==> config.mk <==
export PLATFORM = sky130hd
export DESIGN_NAME = cla_serial_alu_ctrl
export DESIGN_NICKNAME = d
export VERILOG_FILES = /design/src/rtl/cla_serial_alu_ctrl.sv
export SDC_FILE = /design/constraint.sdc
export NUM_CORES = 1
export LEC_CHECK = 0
export BUFFER_PORTS_ARGS = -buffer_cell sky130_fd_sc_hd__buf_4
export CORE_MARGIN = 8
export CORE_UTILIZATION = 35
export CTS_CLUSTER_SIZE = 40
export DETAILED_ROUTE_END_ITERATION = 10
export PLACE_DENSITY = 0.55
export SETUP_SLACK_MARGIN = 0.5
export SLEW_MARGIN = 10
export SYNTH_ARGS = -nofsm -noshare
export SYNTH_HDL_FRONTEND = slang
export SYNTH_SLANG_ARGS = --single-unit
==> constraint.sdc <==
create_clock -name clk -period 3.1 [get_ports clk]
set_input_delay 0 -clock clk [delete_from_list [all_inputs] [get_ports clk]]
set_output_delay 0 -clock clk [all_outputs]
set_load 0.02 [all_outputs]
==> src/rtl/cla_serial_alu_ctrl.sv <==
// Nibble-serial two's-complement add/subtract sequencer around one shared 4-bit CLA.
// Processes NIBBLES slices LSB first, registering the carry between slices.

module cla_adder_4 (
    input  logic [3:0] a,
    input  logic [3:0] b,
    input  logic       c_in,
    input  logic       mode,
    output logic [3:0] sum,
    output logic       c_out
);
    logic [3:0] bx;
    logic [3:0] g;
    logic [3:0] p;
    logic [4:0] c;

    always_comb begin
        bx   = b ^ {4{mode}};
        g    = a & bx;
        p    = a ^ bx;
        c[0] = c_in;
        c[1] = g[0] | (p[0] & c[0]);
        c[2] = g[1] | (p[1] & g[0]) | (p[1] & p[0] & c[0]);
        c[3] = g[2] | (p[2] & g[1]) | (p[2] & p[1] & g[0]) | (p[2] & p[1] & p[0] & c[0]);
        c[4] = g[3] | (p[3] & g[2]) | (p[3] & p[2] & g[1]) | (p[3] & p[2] & p[1] & g[0])
             | (p[3] & p[2] & p[1] & p[0] & c[0]);
        sum   = p ^ c[3:0];
        c_out = c[4];
    end
endmodule

// Handshake: start is a request taken on any edge where the block is not busy
// (IDLE or DONE); done is a one-cycle valid strobe with no backpressure.
module cla_serial_alu_ctrl #(
    parameter int NIBBLES = 4
) (
    input  logic                 clk,
    input  logic                 reset,
    input  logic                 start,
    input  logic                 mode,
    input  logic [4*NIBBLES-1:0] a,
    input  logic [4*NIBBLES-1:0] b,
    output logic                 busy,
    output logic                 done,
    output logic [4*NIBBLES-1:0] result,
    output logic                 c_out,
    output logic                 overflow,
    output logic [1:0]           state_dbg
);
    localparam int W     = 4 * NIBBLES;
    localparam int IDX_W = (NIBBLES > 1) ? $clog2(NIBBLES) : 1;
    localparam logic [IDX_W-1:0] LAST = IDX_W'(NIBBLES - 1);

    typedef enum logic [1:0] {
        S_IDLE = 2'd0,
        S_RUN  = 2'd1,
        S_DONE = 2'd2
    } state_t;

    state_t           state;
    logic [IDX_W-1:0] idx;
    logic             carry;
    logic             mode_q;
    logic [W-1:0]     a_q;
    logic [W-1:0]     b_q;
    logic [W-1:0]     acc;
    logic [W-1:0]     acc_next;
    logic [3:0]       a_nib;
    logic [3:0]       b_nib;
    logic [3:0]       add_sum;
    logic             add_c;

    // The controller inverts B itself; the shared adder always runs in add mode.
    always_comb begin
        a_nib    = a_q[{idx, 2'b00} +: 4];
        b_nib    = b_q[{idx, 2'b00} +: 4] ^ {4{mode_q}};
        acc_next = acc;
        acc_next[{idx, 2'b00} +: 4] = add_sum;
    end

    cla_adder_4 u_cla (
        .a     (a_nib),
        .b     (b_nib),
        .c_in  (carry),
        .mode  (1'b0),
        .sum   (add_sum),
        .c_out (add_c)
    );

    assign state_dbg = state;

    always_ff @(posedge clk) begin
        if (reset) begin
            state    <= S_IDLE;
            idx      <= '0;
            carry    <= 1'b0;
            mode_q   <= 1'b0;
            a_q      <= '0;
            b_q      <= '0;
            acc      <= '0;
            busy     <= 1'b0;
            done     <= 1'b0;
            result   <= '0;
            c_out    <= 1'b0;
            overflow <= 1'b0;
        end else begin
            case (state)
                S_IDLE, S_DONE: begin
                    done <= 1'b0;
                    if (start) begin
                        a_q    <= a;
                        b_q    <= b;
                        mode_q <= mode;
                        carry  <= mode;
                        idx    <= '0;
                        busy   <= 1'b1;
                        state  <= S_RUN;
                    end else begin
                        state <= S_IDLE;
                    end
                end
                S_RUN: begin
                    acc   <= acc_next;
                    carry <= add_c;
                    if (idx == LAST) begin
                        // On the last slice the nibble operands are the MSB nibbles.
                        result   <= acc_next;
                        c_out    <= add_c;
                        overflow <= (a_nib[3] == b_nib[3]) && (add_sum[3] != a_nib[3]);
                        busy     <= 1'b0;
                        done     <= 1'b1;
                        state    <= S_DONE;
                    end else begin
                        idx <= idx + IDX_W'(1);
                    end
                end
                default: begin
                    busy  <= 1'b0;
                    done  <= 1'b0;
                    state <= S_IDLE;
                end
            endcase
        end
    end
endmodule

# Yosys cells after proc, flatten, opt, wreduce, memory -nomap -nowiden
# Index checks and enable logic that the tools add are counted.
# classes
n_div,0
shift,4
n_mux,12
n_eq_ne,8
addsub,2
n_mul,0
magnitude_cmp,0
n_reduce_logical,10
n_bitwise,31
# ops
op,n
variable part select 16 x 5 -> 4 bit,2
bitwise AND 1 bit,16
bitwise mux 16 bit,1
variable shift 4 x 6 -> 16 bit (first input constant),1
variable part select 4 x 6 -> 16 bit,1
XOR 4 bit,3
OR 1 bit,10
case mux 2 bit (2 select lines),2
AND reduction 2 bit,4
two-way mux 2 bit,3
inequality test 2 bit (second input constant),3
negation 4 -> 6 bit,1
bitwise AND 4 bit,1
== test 2 bit (second input constant),2
two-way mux 1 bit,4
case mux 1 bit (2 select lines),2
OR reduction 2 bit,2
AND reduction 3 bit,1
adder 2 x 1 -> 2 bit (second input constant),1
== test 2 x 1 -> 1 bit (second input constant),1
zero test 2 bit,1
nonzero test 2 bit,1
== test 1 bit,1
logical AND 1 bit,1
2 further kinds,2
# word_totals
mem_count,0
ram_bits,0
reg_bits,74
mem_bits_ro,0
out_inout_bits,22
latchBits,0
inputBits,36

# Logic depth before layout (Yosys ltp)
# logic_depth
word_depth,10
depth_mapped,9

# Modules after synthesis
# Synthesis repeated with hierarchy kept, for this count alone.
# hier_totals
hier_cells,368
area_unflattened_um2,3305.7
# modules_own_cells
mod,n_inst,area_each_um2,cells_per_inst
cla_serial_alu_ctrl,1,3138.0,351
cla_adder_4,1,167.7,17

# Worst setup path after synthesis
# Ideal clock, no wire load.
# synth_path
path_kind,register -> register
start,register idx[0]
end,register result[10]
setup_slack_ps,189
t_required_ps,3014
arrival_time_ps,2825
setup_time_ps,86
stages_incl_launch_ff,9
period_less_slack_ps,2911
path_cell_list,dfxtp_1 -> clkbuf_8 -> mux4_2 -> xor2_1 -> ha_1 -> a21o_2 -> a21oi_1 -> mux2_2 -> a211oi_1
# synth_between
elab_chain_len,10
word_cells_on_any_way,27
classes_between,1 x add/sub; 1 x eq/ne; 4 x shift; 1 x mux; 19 x bitwise; 1 x reduce/logical
# synth_rtl
item,line_no,text
from (decl),61,logic [IDX_W-1:0] idx;
from (signal assigned),134,idx <= idx + IDX_W'(1);
variable part select 16 x 5 -> 4 bit,76,"b_nib = b_q[{idx, 2'b00} +: 4] ^ {4{mode_q}};"
XOR 4 bit,76,
XOR 4 bit or bitwise AND 4 bit (tied branches),"20, 19",
bitwise AND 1 bit,24,c[3] = g[2] | (p[2] & g[1]) | (p[2] & p[1] & g[0]) | (p[2] & p[1] & p[0] & c[0]);
OR 1 bit or bitwise AND 1 bit (tied branches) (2 in a row),24,
OR 1 bit,24,
XOR 4 bit,27,sum = p ^ c[3:0];
variable part select 4 x 6 -> 16 bit,78,"acc_next[{idx, 2'b00} +: 4] = add_sum;"
bitwise mux 16 bit,78,
to (signal assigned),127,result <= acc_next;
to (decl),45,"output logic [4*NIBBLES-1:0] result,"
# Parallel ways exist; a longest one is shown, timed or not.
# A chain may end at the register's enable or synchronous reset.

# Worst setup path in the final report
# Ends and elaborated chain as after synthesis.

==> run_results.csv <==
group,metric,value,unit
setup_path,criticalPathCategory,"register to register",
final_layout,layout_commonest_cell,"nand2_1",
sta,timing.final.crit_period,2.50,ns
power,peakVddDrop,0.000231,V
power,p_leak,1.85,nW
setup_path,worst_setup_path_start_kind,"register",
sta,fin_setup_tns,0,ns
clock_tree,cts_root_buffer,"clkbuf_8",
setup_path,worst-path-buf-inv,0,
setup_path,path_delay_family,"multiplexers",
status,outcome,"complete, no violations",
sta,rsz0062_at_grt,"true",
logic_synthesis,syn_nets,428,
final_layout,fin_util,48.2,%
die,design.core.area,0.00964,mm2
global_routing,grt_start_max_net_pins,80,
power,switching_share,26.2,%
sta,max_slew.worst_pin.slew,0.811,ns
setup_path,crit_cells,7,
placement,pre_cts_slack,0.375,ns
sta,hold_violations,0,
detailed_routing,first_pass_iters,4,
setup_path,cp.required,3.36,ns
detailed_routing,viasPerCell,4.85,
setup_path,arrival,2.76,ns
global_routing,grt_pass1_vias,3016,
setup_path,critPathCaptureType,"register",
setup_path,rrSetupSlack,0.60,ns
power,total_power,2.31,mW
detailed_routing,drc,0,
die,boundaryPins,58,
setup_path,crit_start,"idx[0]$_SDFFE_PP0P_",
sta,fin_crit_sh,80.7,%
setup_path,r2r-end,"result[10]$_SDFFE_PP0P_",
placement,numPortBuffers,57,
clock_tree,numClockSinks,74,
sta,holdWs,0.224,ns
sta,drv_slew,0,
final_layout,n_fill_cell,913,
global_routing,antenna_found_initial,0,
detailed_routing,drt-initial-drc-count,127,
logic_synthesis,yosys_warnings,0,
global_routing,grt_pass1_wl,14.7,mm
detailed_routing,ant_nets,0,
setup_path,r2r-start,"idx[0]$_SDFFE_PP0P_",
final_layout,final_cell_mix,"nand2_1 (76), dfxtp_1 (73), buf_4 (69)",
final_layout,syn2layout_area_growth,35.4,%
detailed_routing,drt-wirelength-per-cell,14.4,um
sta,slew_headroom,46.0,%
setup_path,slowest_stage,"mux4_2",
logic_synthesis,synthArstFlopShare,0,%
min_path,hp-class,"input port to register",
logic_synthesis,ys_types,50,
final_layout,drive_gt1_share,24.2,%
sta,finalSetupViolCount,0,
power,seq_power_share,44.1,%
clock_tree,cts_tree,"built",
job,max_cap_viol_count,0,
setup_path,max_stage_delay,0.53,ns
clock_tree,h-tree-depth,3,
die,die_height,115,um
logic_synthesis,syn_area,0.00343,mm2
logic_synthesis,synth-seq-area-share,43.2,%
global_routing,overflow,0,
setup_path,critical_path.max_fanout,6,
power,pwr-share-clk,37.7,%
logic_synthesis,synth-edff-count,0,
detailed_routing,vias,2934,
final_layout,finalNetCount,516,
setup_path,crit_path_cell_trace,"mux4_2 > xor2_2 > ha_1 > a21o_4 > a21oi_4 > mux2_2 > a211oi_1",
final_layout,seqCellArea,0.00149,mm2
clock_tree,cts.clk_slew.worst_paths,0.07,ns
placement,dp_hpwl,5.92,mm
sta,setup_ws,0.597,ns
power,p_int,1.71,mW
sta,fmaxAchievable,0.400,GHz
logic_synthesis,netlist_instances,380,
final_layout,diodes,0,
power,powerDensity,498,mW/mm2
die,dieArea,0.0132,mm2
die,die_w,115,um
clock_tree,clkLatencyLatePin,0.35,ns
power,p_sw,0.606,mW
power,combPwrFrac,18.2,%
sta,fin_skew,0.00887,ns
global_routing,grt_usage,13.8,%
die,initial_core_util,35.6,%
setup_path,ff2ff_path_depth,7,
die,std_cell_rows,36,
logic_synthesis,avgSynthCellArea,9.03,um2
detailed_routing,wirelength,8.73,mm
placement,gp_congestion,0.747,
final_layout,multi_input_area,0.00186,mm2
clock_tree,cts_buffer_depth,2,
clock_tree,numCtsBuffers,9,
logic_synthesis,ys_ff_latch,74,
setup_path,setup.worst_path.end,"result[10]$_SDFFE_PP0P_",
logic_synthesis,synth_ff_type,"dfxtp_1",
-- cells by family after synthesis --
kind of cell	count (synthesis)	synth area share (%)
and+or+nand+nor	140	19.5
xor gates and xnor gates	8	2.26
muxes	12	6.46
DFF	74	43.2
buffers and inverters	38	4.63
AOI/OAI and AO/OA	96	19.4
adders and majority gates	12	4.60
-- state kept, by name (all words and copies together) (netlist names) --
name,flops
mode_q,1
c_out,1
overflow,1
b_q,16
acc,16
busy,1
result,16
carry,1
a_q,16
done,1
state_dbg,2
idx,2
-- Yosys cell counts, drive strengths merged (2+ instances only) --
cell	number	share of area (%)
nand2b	3	0.55
nor3b	4	0.88
xnor2	4	1.2
o31ai	2	0.44
inv	13	1.4
a2111oi	2	1.2
o21ai	5	0.84
nor3	3	0.44
o41ai	3	0.99
mux4	8	5.3
nand3b	7	1.5
a21o	2	0.47
and4bb	2	0.73
clkbuf	16	2.0
nand2	76	8.3
ha	11	4.0
xor2	4	1.0
buf	9	1.2
nor2	34	3.7
a221oi	2	0.51
a211oi	21	4.7
dfxtp	74	43
nor2b	5	0.91
a21oi	45	6.6
a22oi	5	1.1
mux2i	3	0.88
o32ai	3	0.77
nand4bb	2	1.1
-- what timing repair did --
item / 4_1_cts / 5_1_grt
setup endpoints to repair: 21 / 16
endpoints found under the hold margin: 33 / 0
gates cloned: 0 / 0
pin swaps: 0 / 5
gates resized for setup: 2 / 4
hold buffers: 33 / 0
buffers inserted: 4 / 1
-- how the worst min path moves through the flow --
stage	from	endpoint	slack [ns]	cells past startpoint
CTS	reset	acc[13]$_SDFFE_PP0P_	0.19	2
global route	reset	acc[0]$_SDFFE_PP0P_	0.24	2
finish	reset	b_q[1]$_SDFFE_PP0P_	0.22	2
floorplan	a[0]	a_q[0]$_SDFFE_PP0P_	0.14	2
detailed placement	a[9]	a_q[9]$_SDFFE_PP0P_	0.26	3
global placement	a[8]	a_q[8]$_SDFFE_PP0P_	0.25	3
-- stage by stage --
| step | area, um2 | std cells |
|---|---|---|
| after global routing | 4640 | 605 |
| after CTS | 4610 | 604 |
| after detailed placement | 4000 | 552 |
| after floorplan | 3470 | 380 |
| after global placement | 4000 | 552 |
| final | 4640 | 605 |
-- worst reg2reg max path, stage by stage (launching register included) --
cell and delay (ns):
dfxtp_4 0.40, mux4_2 0.54, xor2_2 0.18, ha_1 0.33
a21o_4 0.26, a21oi_4 0.17, mux2_2 0.36, a211oi_1 0.18
-- power groups by stage --
stage	combinational (mW)	sequential, mW	clock [mW]
floorplan	0.261	1.04	0
global placement	0.347	1.05	0
detailed placement	0.353	1.05	0
CTS	0.409	1.02	0.895
global route	0.464	1.03	0.930
finish	0.422	1.02	0.872
-- cell type report --
type,instances,share of cell area (%)
Sequential cell,74,32.0
Tap cell,133,3.58
Multi-Input combinational cell,268,40.1
Inverter,13,1.05
Clock buffer,11,3.50
Clock inverter,4,1.56
Timing Repair Buffer,102,18.3
-- routing by layer --
metal / vias to the layer above / part of all wire, % / track usage, %
met1: 1364 / 45 / 16.9
li1: 1500 / - / -
met5: - / 0 / 0
met2: 59 / 49 / 22.5
met4: 0 / 1.2 / 4.03
met3: 11 / 5.2 / 4.52
Note: power is estimated with default switching activity, not from simulation.
